**config.mk**
```make
export PLATFORM = sky130hd
export DESIGN_NAME = btn_event_ctrl
export DESIGN_NICKNAME = d
export VERILOG_FILES = /design/src/rtl/btn_event_ctrl.sv
export SDC_FILE = /design/constraint.sdc
export NUM_CORES = 1
export LEC_CHECK = 0
export CAP_MARGIN = 20
export CELL_PAD_IN_SITES_DETAIL_PLACEMENT = 1
export CELL_PAD_IN_SITES_GLOBAL_PLACEMENT = 1
export CORE_MARGIN = 2
export CORE_UTILIZATION = 48
export DETAILED_ROUTE_END_ITERATION = 16
export PLACE_DENSITY_LB_ADDON = 0.1
export SYNTH_ARGS = -nofsm -noshare
export SYNTH_HDL_FRONTEND = slang
export SYNTH_SLANG_ARGS = --single-unit
```
**constraint.sdc**
```tcl
create_clock -name clk -period 3.4 [get_ports clk]
set_clock_uncertainty 0.05 [all_clocks]
set_input_delay 0.34 -clock clk [delete_from_list [all_inputs] [get_ports clk]]
set_output_delay 0.34 -clock clk [all_outputs]
set_load 0.05 [all_outputs]
```
**src/rtl/btn_event_ctrl.sv**
```systemverilog
// ============================================================================
// btn_event_ctrl
// ----------------------------------------------------------------------------
// Debounce and event scheduler for the board push-buttons.
//
// One shared tick prescaler drives N_BTN small debounce/hold FSMs. Each FSM
// raises press / long-press / release events into its own 1-deep pending
// slot. A round-robin arbiter moves pending events onto a single valid/ready
// event port.
//
// Ports:
//   clk        in   1       system clock
//   rst_n      in   1       asynchronous active-low reset
//   btn_in     in   N_BTN   raw asynchronous button levels, active high
//   ev_valid   out  1       event available
//   ev_ready   in   1       consumer accepts the event when ev_valid & ev_ready
//   ev_id      out  3       index of the button that raised the event
//   ev_type    out  2       01 press, 10 long, 11 release
//   btn_level  out  N_BTN   debounced level per button
//   overrun    out  N_BTN   sticky: an event was dropped for this button
//   ovr_clr    in   1       single-cycle pulse clearing all overrun bits
// ============================================================================
module btn_event_ctrl #(
    parameter int N_BTN      = 5,
    parameter int TICK_DIV   = 100000,
    parameter int DEB_TICKS  = 20,
    parameter int LONG_TICKS = 1000
) (
    input  logic             clk,
    input  logic             rst_n,
    input  logic [N_BTN-1:0] btn_in,
    output logic             ev_valid,
    input  logic             ev_ready,
    output logic [2:0]       ev_id,
    output logic [1:0]       ev_type,
    output logic [N_BTN-1:0] btn_level,
    output logic [N_BTN-1:0] overrun,
    input  logic             ovr_clr
);

    // ------------------------------------------------------------------------
    // Widths and constants
    // ------------------------------------------------------------------------
    localparam int TW = (TICK_DIV > 1) ? $clog2(TICK_DIV) : 1;
    // The per-button counter must hold LONG_TICKS itself (saturation value).
    localparam int CW = $clog2(LONG_TICKS + 1);

    localparam logic [TW-1:0] TICK_LAST = TW'(TICK_DIV - 1);
    // Counter comparisons are done one bit wider so cnt+1 never wraps.
    localparam logic [CW:0]   DEB_C     = (CW+1)'(DEB_TICKS);
    localparam logic [CW:0]   LONG_C    = (CW+1)'(LONG_TICKS);

    localparam logic [1:0] EV_PRESS   = 2'b01;
    localparam logic [1:0] EV_LONG    = 2'b10;
    localparam logic [1:0] EV_RELEASE = 2'b11;

    typedef enum logic [1:0] {
        ST_IDLE  = 2'd0,
        ST_P_BNC = 2'd1,
        ST_HELD  = 2'd2,
        ST_R_BNC = 2'd3
    } btn_state_t;

    // ------------------------------------------------------------------------
    // Input synchronizers: sync2_reg is the only view of the buttons used by
    // the rest of the block.
    // ------------------------------------------------------------------------
    logic [N_BTN-1:0] sync1_reg;
    logic [N_BTN-1:0] sync2_reg;

    always_ff @(posedge clk or negedge rst_n) begin
        if (!rst_n) begin
            sync1_reg <= '0;
            sync2_reg <= '0;
        end else begin
            sync1_reg <= btn_in;
            sync2_reg <= sync1_reg;
        end
    end

    // ------------------------------------------------------------------------
    // Shared sample-tick prescaler. tick is a clock enable, never a clock.
    // ------------------------------------------------------------------------
    logic [TW-1:0] tick_cnt_reg;
    logic [TW-1:0] tick_cnt_next;
    logic          tick;

    assign tick          = (tick_cnt_reg == TICK_LAST);
    assign tick_cnt_next = tick ? '0 : tick_cnt_reg + TW'(1);

    always_ff @(posedge clk or negedge rst_n) begin
        if (!rst_n) begin
            tick_cnt_reg <= '0;
        end else begin
            tick_cnt_reg <= tick_cnt_next;
        end
    end

    // ------------------------------------------------------------------------
    // Signals shared between the per-button slices and the arbiter
    // ------------------------------------------------------------------------
    logic [N_BTN-1:0] pend_v;
    logic [1:0]       pend_t [N_BTN];
    logic [N_BTN-1:0] grant_vec;

    logic             grant_any;
    logic [2:0]       grant_idx;
    logic [1:0]       grant_type;

    // ------------------------------------------------------------------------
    // Per-button debounce/hold FSM and pending slot
    // ------------------------------------------------------------------------
    generate
        for (genvar gi = 0; gi < N_BTN; gi++) begin : g_btn
            btn_state_t  state_reg;
            btn_state_t  state_next;
            logic [CW-1:0] cnt_reg;
            logic [CW-1:0] cnt_next;
            logic [CW:0]   cnt_inc;
            logic        long_done_reg;
            logic        long_done_next;
            logic        raise_c;
            logic [1:0]  raise_t_c;

            logic        pend_v_reg;
            logic        pend_v_next;
            logic [1:0]  pend_t_reg;
            logic [1:0]  pend_t_next;
            logic        ovr_reg;
            logic        ovr_next;

            assign cnt_inc = {1'b0, cnt_reg} + (CW+1)'(1);

            // One counter serves both bounce windows and the hold timer; its
            // meaning depends on the current state.
            always_comb begin
                state_next     = state_reg;
                cnt_next       = cnt_reg;
                long_done_next = long_done_reg;
                raise_c        = 1'b0;
                raise_t_c      = EV_PRESS;
                if (tick) begin
                    case (state_reg)
                        ST_IDLE: begin
                            if (sync2_reg[gi]) begin
                                state_next = ST_P_BNC;
                                cnt_next   = CW'(1);
                            end
                        end
                        ST_P_BNC: begin
                            if (!sync2_reg[gi]) begin
                                state_next = ST_IDLE;
                                cnt_next   = '0;
                            end else if (cnt_inc == DEB_C) begin
                                state_next     = ST_HELD;
                                cnt_next       = '0;
                                long_done_next = 1'b0;
                                raise_c        = 1'b1;
                                raise_t_c      = EV_PRESS;
                            end else begin
                                cnt_next = cnt_inc[CW-1:0];
                            end
                        end
                        ST_HELD: begin
                            if (sync2_reg[gi]) begin
                                // Saturate at LONG_TICKS so a very long hold
                                // never wraps back into another long event.
                                if (cnt_inc <= LONG_C) begin
                                    cnt_next = cnt_inc[CW-1:0];
                                end
                                if ((cnt_inc == LONG_C) && !long_done_reg) begin
                                    long_done_next = 1'b1;
                                    raise_c        = 1'b1;
                                    raise_t_c      = EV_LONG;
                                end
                            end else begin
                                state_next = ST_R_BNC;
                                cnt_next   = CW'(1);
                            end
                        end
                        ST_R_BNC: begin
                            if (sync2_reg[gi]) begin
                                // Bounce back into the hold: long_done is kept
                                // so a glitch cannot cause a second long event.
                                state_next = ST_HELD;
                                cnt_next   = '0;
                            end else if (cnt_inc == DEB_C) begin
                                state_next = ST_IDLE;
                                cnt_next   = '0;
                                raise_c    = 1'b1;
                                raise_t_c  = EV_RELEASE;
                            end else begin
                                cnt_next = cnt_inc[CW-1:0];
                            end
                        end
                        default: begin
                            state_next = ST_IDLE;
                            cnt_next   = '0;
                        end
                    endcase
                end
            end

            // Pending slot: a grant frees the slot in the same cycle, so a new
            // event arriving alongside a grant is stored rather than dropped.
            always_comb begin
                pend_v_next = pend_v_reg;
                pend_t_next = pend_t_reg;
                ovr_next    = ovr_clr ? 1'b0 : ovr_reg;
                if (grant_vec[gi]) begin
                    pend_v_next = 1'b0;
                end
                if (raise_c) begin
                    if (pend_v_reg && !grant_vec[gi]) begin
                        // New overrun wins over a coincident clear.
                        ovr_next = 1'b1;
                    end else begin
                        pend_v_next = 1'b1;
                        pend_t_next = raise_t_c;
                    end
                end
            end

            always_ff @(posedge clk or negedge rst_n) begin
                if (!rst_n) begin
                    state_reg     <= ST_IDLE;
                    cnt_reg       <= '0;
                    long_done_reg <= 1'b0;
                    pend_v_reg    <= 1'b0;
                    pend_t_reg    <= 2'b00;
                    ovr_reg       <= 1'b0;
                end else begin
                    state_reg     <= state_next;
                    cnt_reg       <= cnt_next;
                    long_done_reg <= long_done_next;
                    pend_v_reg    <= pend_v_next;
                    pend_t_reg    <= pend_t_next;
                    ovr_reg       <= ovr_next;
                end
            end

            assign pend_v[gi]    = pend_v_reg;
            assign pend_t[gi]    = pend_t_reg;
            assign overrun[gi]   = ovr_reg;
            assign btn_level[gi] = (state_reg == ST_HELD) || (state_reg == ST_R_BNC);
            assign grant_vec[gi] = grant_any && (grant_idx == 3'(gi));
        end
    endgenerate

    // ------------------------------------------------------------------------
    // Round-robin arbiter and output register
    // ------------------------------------------------------------------------
    logic       ev_valid_reg;
    logic       ev_valid_next;
    logic [2:0] ev_id_reg;
    logic [2:0] ev_id_next;
    logic [1:0] ev_type_reg;
    logic [1:0] ev_type_next;
    logic [2:0] ptr_reg;
    logic [2:0] ptr_next;
    logic       slot_free;

    logic       found_hi;
    logic       found_lo;
    logic [2:0] idx_hi;
    logic [2:0] idx_lo;
    logic [1:0] type_hi;
    logic [1:0] type_lo;

    assign slot_free = !ev_valid_reg || ev_ready;

    // Search order ptr+1 .. N_BTN-1, then wrap to 0 .. ptr. Splitting the
    // scan into "above ptr" and "at/below ptr" avoids any modulo arithmetic.
    always_comb begin
        found_hi = 1'b0;
        found_lo = 1'b0;
        idx_hi   = '0;
        idx_lo   = '0;
        type_hi  = '0;
        type_lo  = '0;
        for (int j = 0; j < N_BTN; j++) begin
            if (pend_v[j]) begin
                if (3'(j) > ptr_reg) begin
                    if (!found_hi) begin
                        found_hi = 1'b1;
                        idx_hi   = 3'(j);
                        type_hi  = pend_t[j];
                    end
                end else if (!found_lo) begin
                    found_lo = 1'b1;
                    idx_lo   = 3'(j);
                    type_lo  = pend_t[j];
                end
            end
        end
        grant_any  = slot_free && (found_hi || found_lo);
        grant_idx  = found_hi ? idx_hi  : idx_lo;
        grant_type = found_hi ? type_hi : type_lo;
    end

    // ev_id / ev_type only change when a new grant is loaded, so they stay
    // stable for as long as the consumer stalls.
    always_comb begin
        ev_valid_next = ev_valid_reg;
        ev_id_next    = ev_id_reg;
        ev_type_next  = ev_type_reg;
        ptr_next      = ptr_reg;
        if (slot_free) begin
            ev_valid_next = grant_any;
            if (grant_any) begin
                ev_id_next   = grant_idx;
                ev_type_next = grant_type;
                ptr_next     = grant_idx;
            end
        end
    end

    always_ff @(posedge clk or negedge rst_n) begin
        if (!rst_n) begin
            ev_valid_reg <= 1'b0;
            ev_id_reg    <= '0;
            ev_type_reg  <= '0;
            ptr_reg      <= '0;
        end else begin
            ev_valid_reg <= ev_valid_next;
            ev_id_reg    <= ev_id_next;
            ev_type_reg  <= ev_type_next;
            ptr_reg      <= ptr_next;
        end
    end

    assign ev_valid = ev_valid_reg;
    assign ev_id    = ev_id_reg;
    assign ev_type  = ev_type_reg;

endmodule
```
==> metrics, run 1 <==
Worst-Margin Slew 764 ps; Synth top area share 0.368; vias in the first global route about 7600; flops & latches, synth between 100 and 150; post-DR vias/cell approximately 6.2; Rel. slew slack 0.478; dominant cell type by area after synthesis dfrtp_1; startpoint types flop; htree depth 4; Mean Syn Cell Area roughly 8.6 sq um; Worst R2R Path Depth 6; fin crit share 0.933; average wire per standard cell about 19 um; CTS tree built; yosys warns 0; adder-cell share of the synthesized area 0.0484; Worst IR Drop VDD approximately 360 uV; Worst-path clk slew ~60 ps; Die Ht roughly 130 um; WP data arrival ~3400 ps; Final ANT Viol Nets 0; Rows 47; unrepaired setup endpoints after global routing false; Root Buffer clkbuf_16; Net Count, Synth 970; n_diodes 0; Post-synth EDFFs 0; FMAX around 320 MHz; area grow syn2layout 12.8%; CTS buffer count 17; DRT iter0 DRCs roughly 370; DRC errors left 0; flop2flop setup slack 230 ps; Design Area, Final ~0.0090 sq mm; Synth Flop Type dfrtp_1; initial core utilization 0.487; Post-CTS Repair Setup Buffers 0; pwr dens 447 mW/mm^2; Setup TNS 0 ps; core area around 0.016 sq mm; worst r2r src tick_cnt_reg[12]; CP required around 3600 ps; Compound-Gate Fraction of Synth Area 0.238; Die W between 100 and 150 um; worst-skew pair later-pin latency ~430 ps; PortBufs 24; Post-CTS Resized 0; Synth Area in Simple Gates 0.246; Seq pwr share 0.377; via count about 7000; Netlist cell types between 70 and 80; post-placement cell area around 0.0084 sq mm; max reg flops 50; Clock Power Share 0.503; critical path class flop to flop; GRT overflow 0; Leak around 3.8 nW; Post-Syn Area 0.00802 sq mm; Synth area leaders dfrtp_1 (37%), ha_1 (4.8%), nand2_1 (4.1%), o21ai_0 (3.4%), nor2_1 (3.4%); post-synthesis mux area share 0.0260; Post-DP HPWL roughly 16000 um; Total Wirelength roughly 22000 um; outcome completed; Hold EP sync1_reg[1]; clock sinks roughly 120; nets just under 1000; gpl congestion just under 0.9; first-pass GRT wire length ~38000 um; post-synthesis xor/xnor area fraction 0.0229; drt pass-1 iters 5; reg-to-reg endpoint g_btn[4].cnt_reg[4]; Max Root-Sink Buffers 2; Critical Path End Type flop; Combinational Power Share 0.120; ys async rst share 1.00; number of antenna violations at the first check in global routing 0; Setup Viol. Count Final 0; gr usage total 0.260; Max Cap Viol 0; cell count of the worst hold path 1; main combinational cell family by area after synthesis simple AND/OR/NAND/NOR gates; cell count after synthesis 930; CP max FO 10; Tmin final between 3000 and 4000 ps; post-synthesis sequential area ratio 0.368; I/O Pins 25; Hold Path Class input pin to flop; die footprint 0.0178 sq mm; layout cells sized above 1 0.0903; Hold WS slightly above 300 ps; Pint between 2 and 3 mW; Hold Startpoint btn_in[1]; sw power around 1.1 mW; Fin. Hold Viols 0; # fillers roughly 1900; switching share of power 0.262; largest net degree at the start of global routing 67; max-slew violation count 0
==> synthesized netlist by cell type (20+ instances only) <==
cell / number
dfrtp_1: 118
nand2_1: 88
nor2_1: 73
o21ai_0: 55
a21oi_1: 40
inv_1: 38
clkbuf_1: 36
nand3_1: 36
ha_1: 31
nand2b_1: 22
and3_1: 21
o31ai_1: 21
a31oi_1: 20
==> per-stage QoR <==
step | util | std cells | setup WS, ps | total power [mW]
final | 0.549 | 1161 | 227 | 4.04
after CTS | 0.549 | 1161 | 182 | 4.07
after detailed placement | 0.509 | 1128 | 235 | 2.03
after floorplan | - | 930 | 697 | 1.84
after global placement | 0.509 | 1128 | 435 | 2.01
after global routing | 0.549 | 1161 | 63.5 | 4.19
==> cells in the final DEF, fill, tap and decap left out, types with 10 or more instances in the layout <==
master | synthesis | routed
o31ai_1 | 21 | 21
dfrtp_1 | 118 | 118
o211ai_1 | 10 | 10
and3_1 | 21 | 21
a21o_1 | 11 | 11
nand2_1 | 88 | 88
nand4_1 | 18 | 18
or2_2 | 10 | 10
xnor2_1 | 11 | 11
a31oi_1 | 20 | 20
buf_4 | 8 | 12
clkdlybuf4s50_1 | 0 | 23
ha_1 | 31 | 31
nor4_1 | 10 | 10
nand3_1 | 36 | 36
a21oi_1 | 40 | 40
nor3_1 | 18 | 18
inv_1 | 38 | 38
mux2_2 | 11 | 11
o21ai_0 | 55 | 55
and2_1 | 17 | 17
nor2b_1 | 13 | 13
xor2_1 | 10 | 10
a22o_1 | 15 | 15
clkbuf_16 | 0 | 17
nand2b_1 | 22 | 22
nor2_1 | 73 | 73
a211o_1 | 10 | 10
==> layout make-up <==
type / instances / area (sq um) / share of cell area
Tap cell: 220 / 275 / 0.0304
Clock inverter: 9 / 170 / 0.0188
Clock buffer: 23 / 488 / 0.0539
Multi-Input combinational cell: 716 / 4670 / 0.516
Sequential cell: 118 / 2950 / 0.326
Inverter: 38 / 143 / 0.0158
Timing Repair Buffer: 37 / 350 / 0.0387
==> critical path, cell delays in order (launching register included) <==
cell	delay [ps]
dfrtp_1	430
or4b_4	570
nor4_4	370
and2_1	480
o21ai_2	230
or2_0	450
o41ai_1	470
==> worst max path at each step <==
stage,slack [ps],endpoint,depth (start not counted),from
floorplan,700,g_btn[3].pend_t_reg[1],8,ptr_reg[1]
global placement,430,g_btn[4].cnt_reg[6],6,tick_cnt_reg[12]
global route,60,g_btn[4].cnt_reg[4],6,tick_cnt_reg[12]
detailed placement,240,g_btn[4].cnt_reg[4],6,tick_cnt_reg[12]
CTS,180,g_btn[4].cnt_reg[4],6,tick_cnt_reg[12]
finish,230,g_btn[4].cnt_reg[4],6,tick_cnt_reg[12]
==> kinds of logic (layout without fill, tap and decap cells) <==
logic type      Yosys count  after routing
compound gates          271            271
flops                   118            118
mux                      19             19
xor+xnor                 21             21
simple gates            374            374
buf+inv                  96            107
fa+ha+maj                31             31
==> power by group through the flow <==
stage / clock network, mW / logic [mW] / registers, mW
2_1_floorplan: 0 / 0.252 / 1.59
3_3_place_gp: 0 / 0.464 / 1.54
3_5_place_dp: 0 / 0.480 / 1.55
4_1_cts: 2.06 / 0.485 / 1.52
5_1_grt: 2.13 / 0.529 / 1.53
6_report: 2.03 / 0.487 / 1.52
==> timing repair <==
action	in CTS	in global routing
setup endpoints to repair	0	0
hold buffers	1	0
hold endpoints to repair	52	0
==> layer usage <==
metal  routed length (um)  GRT usage
met2                11400      0.460
met1                 9950      0.320
met5                    0          0
met4                  417     0.0863
met3                  532     0.0476
(Power assumes the default switching activity.)
==> run 2, diff against run 1 <==
--- a/config.mk
+++ b/config.mk
@@ -9,9 +9,10 @@
 export CELL_PAD_IN_SITES_DETAIL_PLACEMENT = 1
 export CELL_PAD_IN_SITES_GLOBAL_PLACEMENT = 1
 export CORE_MARGIN = 2
-export CORE_UTILIZATION = 48
+export CORE_UTILIZATION = 35
 export DETAILED_ROUTE_END_ITERATION = 16
 export PLACE_DENSITY_LB_ADDON = 0.1
+export SLEW_MARGIN = 20
 export SYNTH_ARGS = -nofsm -noshare
 export SYNTH_HDL_FRONTEND = slang
 export SYNTH_SLANG_ARGS = --single-unit
==> metrics, run 2 (synthesized netlist as in run 1, its figures left out) <==
Worst path slowest cell a2111oi_0; CTS tree built; CP required 3660 ps (+30 ps); GRT overflow 0 (unchanged); startpoint types flop; CTS buffer count 17 (unchanged); Root Buffer clkbuf_16; Max Cap Viol 0 (unchanged); max reg flops 50 (unchanged); Worst-path clk slew 60 ps (about the same); fin crit share 0.874 (-0.0594); Post-DP HPWL 16000 um (+2.9%); max-slew violation count 0 (unchanged); Worst-Margin Slew 763 ps (-0.489 ps); first-pass GRT wire length 37600 um (-0.96%); CP bufs+invs 1 (+1); Post-CTS Repair Setup Buffers 0 (unchanged); pwr dens 440 mW/mm^2 (-1.6%); gr usage total 0.190 (-0.0699); number of antenna violations at the first check in global routing 0 (unchanged); PortBufs 24 (unchanged); Fin. Hold Viols 0 (unchanged); initial core utilization 0.355 (-0.132); crit-path cells or4b_4 > nor4_4 > nand2_2 > buf_4 > a2111oi_0 > a21oi_1 > a21o_1; I/O Pins 25 (unchanged); cts hold-fix bufs 0 (-1); critical path class flop to flop; via count 7134 (-1.1%); Post-CTS Resized 0 (unchanged); layout cells sized above 1 0.0933 (+0.00299); post-DR vias/cell 5.81 (-6.5%); Hold WS 298 ps (-4.63 ps); htree depth 4 (unchanged); Rows 55 (+17%); largest net degree at the start of global routing 77 (+15%); die footprint 0.0241 sq mm (+36%); FMAX 337 MHz (+6.8%); drt pass-1 iters 5 (unchanged); CP max FO 11 (+1); commonest non-fill, non-tap cell in the layout dfrtp_1; Worst IR Drop VDD 299 uV (-17%); slowest stage delay, CP 590 ps (+20 ps); area grow syn2layout 14.1%; nets 971 (+0.31%); gpl congestion 0.895 (+3.3%); n_diodes 0 (unchanged); clock sinks 118 (unchanged); Hold Path Class flop to flop; DRC errors left 0 (unchanged); outcome completed; Final ANT Viol Nets 0 (unchanged); Rel. slew slack 0.478 (about the same); vias in the first global route 7454 (-2.1%); core area 0.0226 sq mm (+37%); DRT iter0 DRCs 336 (-9.4%); Setup Viol. Count Final 0 (unchanged); Die W 155 um (+17%); kind of cell adding the most delay to the critical path simple AND/OR/NAND/NOR gates; dpl cells 1196 (+6.0%); Setup TNS 0 ps (unchanged); WP data arrival 3230 ps (-170 ps); flop2flop setup slack 430 ps (+200 ps); Die Ht 155 um (+17%); Max Root-Sink Buffers 2 (unchanged); Final Non-Filler Cells 1228 (+5.8%); worst-skew pair later-pin latency 420 ps (about the same); Total Wirelength 22100 um (-0.55%); unrepaired setup endpoints after global routing false; most frequent cells in the layout dfrtp_1 (118), nand2_1 (88), nor2_1 (73), o21ai_0 (55), a21oi_1 (40); Tmin final 2970 ps (-202 ps); average wire per standard cell 18.0 um (-6.0%); Leak 3.78 nW (-0.19%); Critical Path End Type flop
## run 2: power by group
group | internal (mW) | total, mW | switching [mW]
sequential | 1.45 | 1.52 | 0.0724
combinational | 0.162 | 0.479 | 0.316
clock | 1.34 | 2.03 | 0.686
total | 2.95 | 4.02 | 1.08
## run 2: layout make-up
cell class / count / area, sq um
Clock inverter: 11 / 198
Clock buffer: 20 / 457
Tap cell: 285 / 357
Timing Repair Buffer: 40 / 377
Sequential cell: 118 / 2950
Multi-Input combinational cell: 716 / 4670
Inverter: 38 / 143
Fill cell: 2630 / 13400
## run 2: worst paths after layout
check | cells past startpoint | end | from
max | 7 | flop | tick_cnt_reg[12]
min | 0 | sync2_reg[0] | sync1_reg[0]
max reg2reg | 7 | flop | tick_cnt_reg[12]
min reg2reg | 0 | sync2_reg[0] | sync1_reg[0]
max in group asynchronous | 3 | g_btn[1].pend_v_reg | rst_n
min in group asynchronous | 2 | g_btn[2].cnt_reg[5] | rst_n
## run 2: metrics by stage
step	setup WS (ps)	power (mW)	util	cell area [sq um]
floorplan	697	1.84	-	8020
global route	134	4.20	0.405	9150
CTS	421	4.09	0.405	9140
finish	429	4.02	0.405	9150
detailed placement	429	2.03	0.376	8480
global placement	508	2.02	0.376	8480
## run 2: metal layers
metal	part of all wire	global-route usage	wire length, um
met1	0.47	0.240	10400
met2	0.50	0.331	11100
met3	0.020	0.0340	444
met4	0.010	0.0590	228
met5	0	0	0
==> run 3, diff against run 2 <==
--- a/config.mk
+++ b/config.mk
@@ -10,6 +10,8 @@
 export CELL_PAD_IN_SITES_GLOBAL_PLACEMENT = 1
 export CORE_MARGIN = 2
 export CORE_UTILIZATION = 35
+export CTS_BUF_LIST = sky130_fd_sc_hd__clkbuf_8
+export CTS_CLUSTER_SIZE = 28
 export DETAILED_ROUTE_END_ITERATION = 16
 export PLACE_DENSITY_LB_ADDON = 0.1
 export SLEW_MARGIN = 20
==> metrics, run 3 (synthesized netlist as in run 1, its figures left out) <==
largest net degree at the start of global routing 77 (unchanged); Worst-Margin Slew 783 ps (+19.9 ps); Tmin final 2970 ps (+3.59 ps); Hold WS 279 ps (-19.3 ps); worst-skew pair later-pin latency 440 ps (+20 ps); Total Power 3.53 mW (-12%); pwr dens 394 mW/mm^2 (-10%); average wire per standard cell 18.0 um (-0.16%); slowest stage delay, CP 600 ps (about the same); drt pass-1 iters 4 (-1); Fin. Hold Viols 0 (unchanged); I/O Pins 25 (unchanged); Rows 55 (unchanged); post-placement cell area 0.00848 sq mm (unchanged); FMAX 336 MHz (-0.12%); Die W 155 um (unchanged); Hold Path Class input pin to flop; CP bufs+invs 1 (unchanged); DRC errors left 0 (unchanged); number of antenna violations at the first check in global routing 0 (unchanged); Worst path slowest cell a2111oi_0; PortBufs 24 (unchanged); die footprint 0.0241 sq mm (unchanged); Rel. slew slack 0.464 (-0.0136); Leak 3.70 nW (-2.2%); n_diodes 0 (unchanged); Max Root-Sink Buffers 2 (unchanged); CP max FO 11 (unchanged); Die Ht 155 um (unchanged); CTS tree built; htree depth 4 (unchanged); GRT overflow 0 (unchanged); Core Util, Final 0.397 (-0.00848); area grow syn2layout 11.7%; Worst-path clk slew 80 ps (+20 ps); first-pass GRT wire length 37500 um (about the same); CP required 3690 ps (+30 ps); unrepaired setup endpoints after global routing false; max reg flops 50 (unchanged); fin worst setup slack 425 ps (-3.59 ps); outcome completed; Root Buffer clkbuf_8; vias in the first global route 7451 (-0.040%); Setup Viol. Count Final 0 (unchanged); startpoint types flop; post-DR vias/cell 5.79 (-0.31%); initial core utilization 0.355 (unchanged); Max Cap Viol 0 (unchanged); layout cells sized above 1 0.0933 (unchanged); Place WS 429 ps (unchanged); max-slew violation count 0 (unchanged); DRT iter0 DRCs 325 (-3.3%); Total Wirelength 22100 um (-0.16%); crit-path cells or4b_4 > nor4_4 > nand2_2 > buf_4 > a2111oi_0 > a21oi_1 > a21o_1; Post-CTS Repair Setup Buffers 0 (unchanged); nets 971 (unchanged); Design Area, Final 0.00896 sq mm (-2.1%); fin crit share 0.875 (+0.00106); commonest non-fill, non-tap cell in the layout dfrtp_1; kind of cell adding the most delay to the critical path simple AND/OR/NAND/NOR gates; Post-DP HPWL 16000 um (unchanged); Final Non-Filler Cells 1228 (unchanged); most frequent cells in the layout dfrtp_1 (118), nand2_1 (88), nor2_1 (73), o21ai_0 (55), a21oi_1 (40); dpl cells 1196 (unchanged); Setup TNS 0 ps (unchanged); Final ANT Viol Nets 0 (unchanged); gr usage total 0.189 (-0.000654); clock sinks 118 (unchanged); core area 0.0226 sq mm (unchanged); Worst IR Drop VDD 172 uV (-42%); via count 7112 (-0.31%); CTS buffer count 17 (unchanged); Critical Path End Type flop; gpl congestion 0.895 (unchanged); WP data arrival 3260 ps (+30 ps); critical path class flop to flop
-- run 3: cell types whose count changed in the layout (fill, tap and decap cells not counted), sizes merged --
cell	delta
clkbuf	-1
inv	+1
-- run 3: where the power goes --
part	switching (mW)	internal, mW
clock network	0.629	0.908
registers	0.0723	1.45
logic	0.316	0.162
total	1.02	2.52
-- run 3: worst paths after layout --
path	from	endpoint	slack, ps	cells past startpoint
worst min register to register	sync1_reg[0]	sync2_reg[0]	300	0
min in group asynchronous	rst_n	g_btn[2].cnt_reg[5]	470	2
max in group asynchronous	rst_n	g_btn[1].pend_v_reg	2160	3
worst max-delay path	tick_cnt_reg[12]	flop	430	7
worst max register to register	tick_cnt_reg[12]	flop	430	7
worst min-delay path	btn_in[2]	sync1_reg[2]	280	1
-- run 3: worst reg2reg max path, delay by kind of cell (launching register included) --
family | cells | cell delay [ps]
simple gates | 3 | 1220
buf+inv | 1 | 250
compound gates | 3 | 930
flops | 1 | 440
-- run 3: area by class of cell --
type / instances / area, sq um
Clock inverter: 12 / 201
Multi-Input combinational cell: 716 / 4670
Clock buffer: 19 / 262
Timing Repair Buffer: 40 / 377
Tap cell: 285 / 357
Inverter: 38 / 143
Fill cell: 2660 / 13600
Sequential cell: 118 / 2950
-- run 3: layer usage --
layer | wire length [um] | vias up | GRT usage
met5 | 0 | - | 0
met4 | 272 | 0 | 0.0533
met3 | 458 | 24 | 0.0334
met2 | 11000 | 70 | 0.331
met1 | 10400 | 3589 | 0.241
li1 | - | 3429 | -
-- run 3: repair_timing --
action | in CTS | in global routing
gates resized for setup | 0 | 0
endpoints found under the hold margin | 0 | 73
hold buffers | 0 | 1
